`src/rtl/hazard_sched.sv`:
```
// Decode-stage sequencing controller: tracks in-flight writes (EX/MEM/WB), stalls on RAW hazards,
// flushes on taken branches, freezes on memory stall and latches HALT. Option: HAZARD_SCHED_FORWARD_EN.
module hazard_sched #(
   parameter int MAX_MEM_STALL = 255,
   parameter int CNT_W         = 16
) (
   input  logic             clk,
   input  logic             rst,
   input  logic             id_valid,
   input  logic [2:0]       id_read1sel,
   input  logic [2:0]       id_read2sel,
   input  logic             id_uses_r1,
   input  logic             id_uses_r2,
   input  logic             id_regwrite,
   input  logic [2:0]       id_writereg,
   input  logic             id_memread,
   input  logic             id_halt,
   input  logic             branch_taken,
   input  logic             mem_stall,
   output logic             stall_pc,
   output logic             stall_ifid,
   output logic             bubble_idex,
   output logic             flush_ifid,
   output logic             halted,
   output logic [CNT_W-1:0] stall_cnt,
   output logic             err
);

   typedef struct packed {
      logic       v;
      logic [2:0] rd;
      logic       ld;
      logic       h;
   } shadow_t;

   typedef enum logic [1:0] {RUN, HAZ, MWAIT, HALT} state_t;

   state_t           state;
   shadow_t          sh_ex, sh_mem, sh_wb;
   logic [15:0]      wd_cnt;
   logic [16:0]      wd_inc;
   logic [CNT_W-1:0] cnt_q;
   logic             err_q;
   logic             hazard;
   logic             halt_now;
   logic             hold_shadow;
   logic             shadow_unused;

   function automatic logic [CNT_W-1:0] sat_inc(input logic [CNT_W-1:0] c);
      return (&c) ? c : c + 1'b1;
   endfunction

   // WB is never compared: the register file bypasses same-cycle writes.
   function automatic logic match_src(input logic [2:0] s, input shadow_t ex, input shadow_t mem);
`ifdef HAZARD_SCHED_FORWARD_EN
      return ex.v & ex.ld & (ex.rd == s) & (mem.v | ~mem.v);
`else
      return (ex.v & (ex.rd == s)) | (mem.v & (mem.rd == s));
`endif
   endfunction

   assign hazard = id_valid &
                   ((id_uses_r1 & match_src(id_read1sel, sh_ex, sh_mem)) |
                    (id_uses_r2 & match_src(id_read2sel, sh_ex, sh_mem)));

   assign halt_now      = (state == HALT) | sh_wb.h;
   assign hold_shadow   = halt_now | mem_stall;
   assign wd_inc        = {1'b0, wd_cnt} + 17'd1;
   assign shadow_unused = ^{sh_mem, sh_wb};

   always_comb begin
      stall_pc    = 1'b0;
      stall_ifid  = 1'b0;
      bubble_idex = 1'b0;
      flush_ifid  = 1'b0;
      halted      = 1'b0;
      if (!rst) begin
         if (halt_now) begin
            stall_pc    = 1'b1;
            stall_ifid  = 1'b1;
            bubble_idex = 1'b1;
            halted      = 1'b1;
         end else if (mem_stall) begin
            stall_pc    = 1'b1;
            stall_ifid  = 1'b1;
         end else if (branch_taken) begin
            flush_ifid  = 1'b1;
            bubble_idex = 1'b1;
         end else if (hazard) begin
            stall_pc    = 1'b1;
            stall_ifid  = 1'b1;
            bubble_idex = 1'b1;
         end
      end
   end

   assign stall_cnt = cnt_q;
   assign err       = err_q;

   // control state: FSM, memory-stall watchdog, sticky error, stall counter
   always_ff @(posedge clk or posedge rst) begin
      if (rst) begin
         state  <= RUN;
         wd_cnt <= '0;
         err_q  <= 1'b0;
         cnt_q  <= '0;
      end else begin
         if (halt_now) begin
            state  <= HALT;
            wd_cnt <= '0;
         end else if (mem_stall) begin
            state <= MWAIT;
            cnt_q <= sat_inc(cnt_q);
            if (!wd_inc[16])
               wd_cnt <= wd_inc[15:0];
            if (wd_inc >= 17'(MAX_MEM_STALL))
               err_q <= 1'b1;
         end else begin
            wd_cnt <= '0;
            if (branch_taken) begin
               state <= RUN;
            end else if (hazard) begin
               state <= HAZ;
               cnt_q <= sat_inc(cnt_q);
            end else begin
               state <= RUN;
            end
         end
      end
   end

   // shadow pipeline: EX -> MEM -> WB, bubble into EX on flush or stall
   always_ff @(posedge clk or posedge rst) begin
      if (rst) begin
         sh_ex  <= '0;
         sh_mem <= '0;
         sh_wb  <= '0;
      end else if (!hold_shadow) begin
         sh_wb  <= sh_mem;
         sh_mem <= sh_ex;
         if (branch_taken | hazard)
            sh_ex <= '0;
         else
            sh_ex <= {id_valid & id_regwrite, id_writereg, id_valid & id_memread, id_valid & id_halt};
      end
   end

endmodule

```
`config.mk`:
```
export PLATFORM = sky130hd
export DESIGN_NAME = hazard_sched
export DESIGN_NICKNAME = d
export VERILOG_FILES = /design/src/rtl/hazard_sched.sv
export SDC_FILE = /design/constraint.sdc
export NUM_CORES = 1
export LEC_CHECK = 0
export ABC_CLOCK_PERIOD_IN_PS = 6100
export CORE_UTILIZATION = 50
export DETAILED_ROUTE_END_ITERATION = 8
export PLACE_DENSITY_LB_ADDON = 0.15
export SETUP_SLACK_MARGIN = 0.1
export SLEW_MARGIN = 40
export SYNTH_ARGS = -nofsm -noshare
export SYNTH_HDL_FRONTEND = slang
export SYNTH_SLANG_ARGS = --single-unit
```
`constraint.sdc`:
```
create_clock -name clk -period 6.1 [get_ports clk]
set_input_delay 1.22 -clock clk [delete_from_list [all_inputs] [get_ports clk]]
set_output_delay 1.22 -clock clk [all_outputs]
set_load 0.02 [all_outputs]
```
== Yosys cells after proc, flatten, opt, wreduce, memory -nomap -nowiden ==
Cells that the tools add are included.
Word-level totals
  logic and storage cells: 69
  output and inout port bits: 22
  flip-flop bits (word level): 46
  input port bits: 19
Operators by class
  $add $sub $neg: 2
  reduce and logical (&&, ||, !) cells: 4
  bitwise operators: 17
  eq/ne operators: 7
  $lt $le $gt $ge: 1
  mux-type cells: 27
Operator list (count)
  2-to-1 mux 16 bit: 7
  adder 16 x 1 -> 17 bit, second input constant: 1
  >= comparator 17 x 8 -> 1 bit, second input constant: 1
  2-to-1 mux 1 bit: 17
  adder 16 x 1 -> 16 bit, second input constant: 1
  AND reduction 16 bit: 1
  == test 3 bit: 4
  AND 1 bit: 10
  2-to-1 mux 6 bit: 1
  bitwise OR 1 bit: 6
  AND reduction 3 bit: 2
  2-to-1 mux 2 bit: 2
  inequality test 3 x 2 -> 1 bit, second input constant: 1
  == test 2 bit, second input constant: 1
  inequality test 2 x 1 -> 1 bit, second input constant: 1
  nonzero test 2 bit: 1
  NOT 1 bit: 1

== Logic depth before layout (Yosys ltp) ==
Gate-level depths: netlist of the first run.
  depth after elaboration: 11
  gate-level depth with buffers: 8
  gate-level depth less buffers: 7

== Least setup slack after synthesis of the first run ==
No wires, ideal clock.
  path type: input-to-output
  start point: input port rst
  end point: output port flush_ifid
  stages on the path: 2
  required time: 4880 ps
  path buffers: 0
  arrival time: 2612 ps
  slack: 2268 ps
  cell sequence: inv_1 and3_1
On the way
  cells in the longest elaborated chain, start to end: 1
RTL lines
  from (decl): RTL line 8  | input logic rst,
  2-to-1 mux 1 bit: RTL line 77  | if (!rst) begin
  to (decl): RTL line 23  | output logic flush_ifid,
No other way between the ends.

== Worst setup path after layout of the first run ==
  start point: input port id_read2sel[1]
  end point: output port stall_ifid
On the way
  cells in the longest elaborated chain, start to end: 11
RTL lines
  from (decl): RTL line 11  | input logic [2:0] id_read2sel,
  == test 3 bit: RTL line 58  | return (ex.v & (ex.rd == s)) | (mem.v & (mem.rd == s));
  AND 1 bit: RTL line 58
  bitwise OR 1 bit *: RTL line 58
  AND 1 bit *: RTL line 64  | (id_uses_r2 & match_src(id_read2sel, sh_ex, sh_mem)));
  bitwise OR 1 bit *: RTL line 63  | ((id_uses_r1 & match_src(id_read1sel, sh_ex, sh_mem)) |
  AND 1 bit *: RTL line 62  | assign hazard = id_valid &
  2-to-1 mux 1 bit *: RTL line 89  | end else if (hazard) begin
  2-to-1 mux 1 bit *: RTL line 86  | end else if (branch_taken) begin
  2-to-1 mux 1 bit *: RTL line 83  | end else if (mem_stall) begin
  2-to-1 mux 1 bit *: RTL line 78  | if (halt_now) begin
  2-to-1 mux 1 bit *: RTL line 77
  to (decl): RTL line 21  | output logic stall_ifid,
Every way passes the cells marked *; elsewhere a longest branch is shown, timed or not.

==> results.py, run 1 <==
metrics = {
    "floorplanning": {
        "core-area_sq_um": 4786,
        "ios": 41,
        "fp-row-count": 25,
        "die_x_um": 72.83,
        "fp.dieH_um": 72.83,
        "start_util_pct": 52.42,
        "fp.dieArea_sq_um": 5304,
    },
    "detailed_routing": {
        "wl_per_cell_um": 13.46,
        "ant_nets": 0,
        "firstDrtPassIters": 4,
        "drt-initial-drc-count": 86,
        "vias": 2039,
        "drt_wl_total_um": 5102,
        "routed_via_density": 5.380,
        "drc": 0,
    },
    "timing": {
        "tightest_slew_ns": 0.6865,
        "setup_violations": 0,
        "holdWs_ns": 0.4649,
        "hold_viol": 0,
        "slew_viol_final": 0,
        "slew_headroom_pct": 54.23,
        "fin_crit_ns": 4.755,
        "fmax_mhz": 210.3,
        "layout_setup_ws_ns": 1.345,
        "period_share_pct": 77.95,
        "setup_tns_ns": 0,
        "rsz0062_at_grt": "false",
        "fin_skew_ns": 0.007315,
    },
    "synth": {
        "synth_seq_cells": 46,
        "synth_top_area_cell": "dfrtp_1",
        "mappedNetlistNets": 297,
        "syn_avg_cell_area_sq_um": 9.122,
        "ys_seq_area_share_pct": 45.89,
        "synth_ff_type": "dfrtp_1",
        "yosysTopAreaCellShare_pct": 45.89,
        "synth-async-reset-ratio_pct": 100.0,
        "netlist_instances": 275,
        "synth_area_leaders": "dfrtp_1, xnor2_1, nand2_1, xor2_1, nor2_1",
        "synth_cell_type_count": 42,
        "synth-edff-count": 0,
        "synth_area_sq_um": 2509,
        "synth_common_cells": "dfrtp_1, nand2_1, nor2_1, xnor2_1",
        "synth_warnings": 0,
    },
    "placed_design": {
        "post-place-cells": 371,
        "dpl-instance-area_sq_um": 2948,
        "hpwl_um": 3645,
        "numPortBuffers": 39,
        "preCtsSetupSlack_ns": 1.361,
        "gp_congestion": 0.8252,
    },
    "cts": {
        "clk_transition_reported_paths_ns": 0.09,
        "insertion_delay_ns": 0.30,
        "numCtsBuffers": 5,
        "cts_tree": "built",
        "postCtsSetupBuffers": 0,
        "clock_tree.root_cell": "clkbuf_8",
        "cts_max_level": 2,
        "cts_hold_buffers": 0,
        "clock_path_buffers": 2,
        "clkSinkCount": 46,
        "cts-resized-gates": 0,
    },
    "grt": {
        "grt_overflow": 0,
        "grt_max_degree": 47,
        "grt_util_all_layers_pct": 21.32,
        "grt_pass1_wl_um": 8631,
        "grt_pass1_vias": 1910,
        "grt_antenna_before_repair": 0,
    },
    "finish": {
        "post-route-util_pct": 63.40,
        "layoutNonFillerInstCount": 379,
        "syn2layout_area_growth_pct": 20.95,
        "drive_above_1_share_pct": 6.731,
        "final_nets": 333,
        "n_antenna_cell": 0,
        "n_fill_cell": 410,
        "postLayoutCellArea_sq_um": 3034,
    },
    "worst_setup_path": {
        "arrival_ns": 3.53,
        "cpLargestDelayFamily": "buffers and inverters",
        "cp_cell_sequence": "clkdlybuf4s50_1 -> xnor2_1 -> nand4_1 -> a211oi_1 -> nor2_1 -> a21oi_1 -> clkdlybuf4s50_1",
        "critical_path_buf_inv_count": 2,
        "path_class": "input port to output pin",
        "endpoint_kind": "output pin",
        "path_common_cell": "clkdlybuf4s50_1",
        "crit_required_ns": 4.88,
        "worstSetupStartpointType": "input port",
        "worst-path-max-fanout": 2,
        "cpPeakStageDelay_ns": 0.66,
        "cp_slowest_cell": "clkdlybuf4s50_1",
    },
    "power": {
        "powerDensity_nw_per_um2": 172.8,
        "total_power_uw": 524.4,
        "peakVddDrop_v": 0.0001200,
        "p_leak_nw": 1.267,
    },
    "status": {
        "run_status": "finished, final reports clean",
    },
    "hold_path": {
        "hold_class": "flop to flop",
    },
    "run": {
        "cap_viol_max_count": 0,
    },
}
==> flip-flops by register name, summed over array words and instances (netlist names) <==
name	count
err	1
sh_ex	5
sh_mem	5
sh_wb	1
stall_cnt	16
state	2
wd_cnt	16
==> logic make-up (layout without fill, tap and decap cells) <==
kind of cell	count (synthesis)	after routing	synth area share [%]
DFF	46	46	45.89
AOI/OAI and AO/OA	41	41	10.87
xor gates and xnor gates	37	37	12.92
and+or+nand+nor	124	124	23.84
muxes	3	3	1.297
adders and majority gates	3	3	1.496
buffers and inverters	21	58	3.691
==> path summary, 6_finish.rpt <==
| path | slack [ns] | to | depth (start not counted) | startpoint |
|---|---|---|---|---|
| worst max-delay path | 1.35 | stall_ifid | 7 | id_read2sel[1] |
| worst min-delay path | 0.46 | sh_wb[0] | 1 | sh_wb[0] |
| worst max register to register | 3.72 | stall_cnt[1] | 6 | stall_cnt[0] |
| worst min register to register | 0.46 | sh_wb[0] | 1 | sh_wb[0] |
| max in group asynchronous | 4.21 | sh_ex[0] | 3 | rst |
| min in group asynchronous | 1.51 | sh_mem[5] | 3 | rst |
==> routing by layer <==
metal	global-route usage, %	up-vias	wire length (um)
met5	0	-	0
met4	9.150	0	96
met1	28.19	975	2431
met3	3.867	7	159
met2	34.48	37	2414
li1	-	1020	-
==> where the power goes <==
| part | switching, mW | internal (mW) | leakage (nW) |
|---|---|---|---|
| sequential | 0 | 0.305 | 0.617 |
| combinational | 0.0152 | 0.0158 | 0.605 |
| clock | 0.108 | 0.0810 | 0.0452 |
| total | 0.123 | 0.401 | 1.27 |
==> placed cells by master (no fill, tap or decap), types with 5 or more instances in the layout <==
cell type,n
nor3_1,16
o21ai_0,7
nand3_1,14
xnor2_1,21
nor4_1,6
nor2_1,22
a21oi_1,12
nand4_1,5
clkdlybuf4s50_1,39
clkbuf_8,5
a211oi_1,6
inv_1,8
xor2_1,16
nand2_1,46
dfrtp_1,46
==> worst reg2reg max path, delay by kind of cell, from the launching register on <==
family,cells,cell delay (ns)
adders and majority gates,1,0.22
DFF,1,0.42
AOI/OAI and AO/OA,2,0.51
and+or+nand+nor,2,0.70
muxes,1,0.41
==> final cells by class <==
type / count / area (sq um) / share of cell area, %
multi-input combinational: 208 / 1274 / 41.98
tap: 67 / 83.83 / 2.763
clock buffer: 6 / 72.57 / 2.392
sequential: 46 / 1151 / 37.94
clock inverter: 2 / 13.76 / 0.4536
timing repair buffer: 41 / 405.4 / 13.36
inverter: 9 / 33.78 / 1.113
Note: power is estimated with default switching activity, not from simulation.
==> run 2: changes to the inputs <==
ABC_CLOCK_PERIOD_IN_PS = 4600   (was 6100)
clock period = 4.6 ns   (was 6.1 ns; I/O delays follow)
==> results.py, run 2 (synthesized netlist as in run 1, its figures left out) <==
metrics = {
    "status": {
        "run_status": "finished, final reports clean",
    },
    "timing": {
        "period_share_pct": 87.26,
        "fin_crit_ns": 4.014,
        "rsz0062_at_grt": "false",
        "tightest_slew_ns": 0.6683,
        "fmax_mhz": 249.1,
        "slew_headroom_pct": 55.04,
        "slew_viol_final": 0,
        "setup_violations": 0,
        "setup_tns_ns": 0,
        "hold_viol": 0,
        "fin_skew_ns": 0.008917,
    },
    "detailed_routing": {
        "drc": 0,
        "vias": 2053,
        "wl_per_cell_um": 13.14,
        "drt-initial-drc-count": 146,
        "drt_wl_total_um": 4992,
        "ant_nets": 0,
        "firstDrtPassIters": 4,
        "routed_via_density": 5.403,
    },
    "finish": {
        "layout_common_cells": "nand2_1, dfrtp_1, clkdlybuf4s50_1",
        "postLayoutCellArea_sq_um": 3052,
        "final_nets": 334,
        "drive_above_1_share_pct": 7.348,
        "syn2layout_area_growth_pct": 21.65,
        "n_fill_cell": 406,
        "n_antenna_cell": 0,
    },
    "placed_design": {
        "gp_congestion": 0.8205,
        "hpwl_um": 3620,
        "numPortBuffers": 39,
        "dpl-instance-area_sq_um": 2947,
    },
    "cts": {
        "clock_path_buffers": 2,
        "cts_max_level": 2,
        "cts_tree": "built",
        "insertion_delay_ns": 0.30,
        "clk_transition_reported_paths_ns": 0.08,
        "clock_tree.root_cell": "clkbuf_8",
        "cts-resized-gates": 0,
        "clkSinkCount": 46,
        "postCtsSetupBuffers": 0,
        "numCtsBuffers": 5,
        "cts_hold_buffers": 0,
    },
    "power": {
        "cell_internal_pwr_uw": 562.7,
        "p_leak_nw": 1.280,
        "switchingPower_uw": 156.8,
        "p_sw_share_pct": 21.79,
        "p_clk_share_pct": 38.2,
        "peakVddDrop_v": 0.0001623,
        "powerDensity_nw_per_um2": 235.8,
        "p_comb_share_pct": 5.7,
        "seq_power_share_pct": 56.1,
    },
    "worst_setup_path": {
        "cpPeakStageDelay_ns": 0.64,
        "startpoint": "id_read2sel[1]",
        "path_common_cell": "clkdlybuf4s50_1",
        "arrival_ns": 3.09,
        "path_class": "input port to output pin",
        "worst-path-max-fanout": 2,
        "crit_required_ns": 3.68,
        "worstSetupStartpointType": "input port",
        "cp_slowest_cell": "clkdlybuf4s50_1",
        "r2r-start": "stall_cnt[0]",
        "endpoint_kind": "output pin",
        "cp_cell_sequence": "clkdlybuf4s50_1 -> xnor2_1 -> nand4_1 -> a211oi_1 -> nor2_1 -> a21oi_1 -> clkdlybuf4s50_1",
    },
    "hold_path": {
        "hold_class": "flop to flop",
        "hold_start": "sh_wb[0]",
    },
    "floorplanning": {
        "core-area_sq_um": 4786,
        "ios": 41,
        "fp-row-count": 25,
        "fp.dieH_um": 72.83,
        "start_util_pct": 52.42,
        "die_x_um": 72.83,
        "fp.dieArea_sq_um": 5304,
    },
    "grt": {
        "grt_antenna_before_repair": 0,
        "grt_pass1_wl_um": 8618,
        "grt_overflow": 0,
        "grt_pass1_vias": 1878,
        "grt_util_all_layers_pct": 21.12,
        "grt_max_degree": 47,
    },
    "run": {
        "cap_viol_max_count": 0,
    },
}
[run 2: cell types whose count changed in the layout (fill, tap and decap cells not counted), sizes merged]
cell	previous run	this run
buf	2	3
clkbuf	6	7
clkinv	2	1
[run 2: path summary, 6_finish.rpt]
check                               end  slack [ns]  cells after the start
max                          stall_ifid        0.59                      7
min                            sh_wb[0]        0.47                      1
max reg2reg                stall_cnt[1]        2.18                      7
min reg2reg                    sh_wb[0]        0.47                      1
max in group asynchronous      sh_ex[5]        3.03                      3
min in group asynchronous     sh_mem[2]        1.19                      3
[run 2: final cells by class]
class	count	area, sq um	area share (%)
clock inverters	1	8.758	0.2870
multi-input cells	208	1265	41.45
flip-flops and latches	46	1151	37.72
inverters	9	33.78	1.107
well taps	67	83.83	2.747
repair buffers	42	412.9	13.53
clock buffers	7	96.34	3.157
[run 2: worst max-delay path: cells and delay by family]
kind / cells / cell delay [ns]
AOI/OAI and AO/OA: 2 / 0.60
and+or+nand+nor: 2 / 0.29
xor gates and xnor gates: 1 / 0.14
buffers and inverters: 2 / 1.15
[run 2: routing by layer]
layer | part of all wire (%) | global-route usage [%] | wire, um
met5 | 0 | 0 | 0
met1 | 47 | 29.05 | 2341
met4 | 1.3 | 6.536 | 65
met3 | 3.8 | 3.591 | 191
met2 | 48 | 34.27 | 2393
[run 2: through the flow]
step,cells,setup WS (ns),utilization (%),power (mW),hold slack (ns)
after floorplan,275,1.368,-,0.4284,0.4285
after global placement,372,0.6148,61.57,0.4533,0.4418
after detailed placement,372,0.5969,61.57,0.4536,0.4489
after CTS,380,0.5779,63.76,0.7272,0.4702
after global routing,380,0.4569,63.76,0.7487,0.5106
final,380,0.5860,63.76,0.7195,0.4676
[run 2: power by group through the flow]
| stage | Combinational, mW | Clock (mW) | Sequential, mW |
|---|---|---|---|
| after CTS | 0.0417 | 0.282 | 0.404 |
| final | 0.0408 | 0.275 | 0.404 |
| after floorplan | 0.0163 | 0 | 0.412 |
| after detailed placement | 0.0416 | 0 | 0.412 |
| after global placement | 0.0413 | 0 | 0.412 |
| after global routing | 0.0450 | 0.300 | 0.404 |
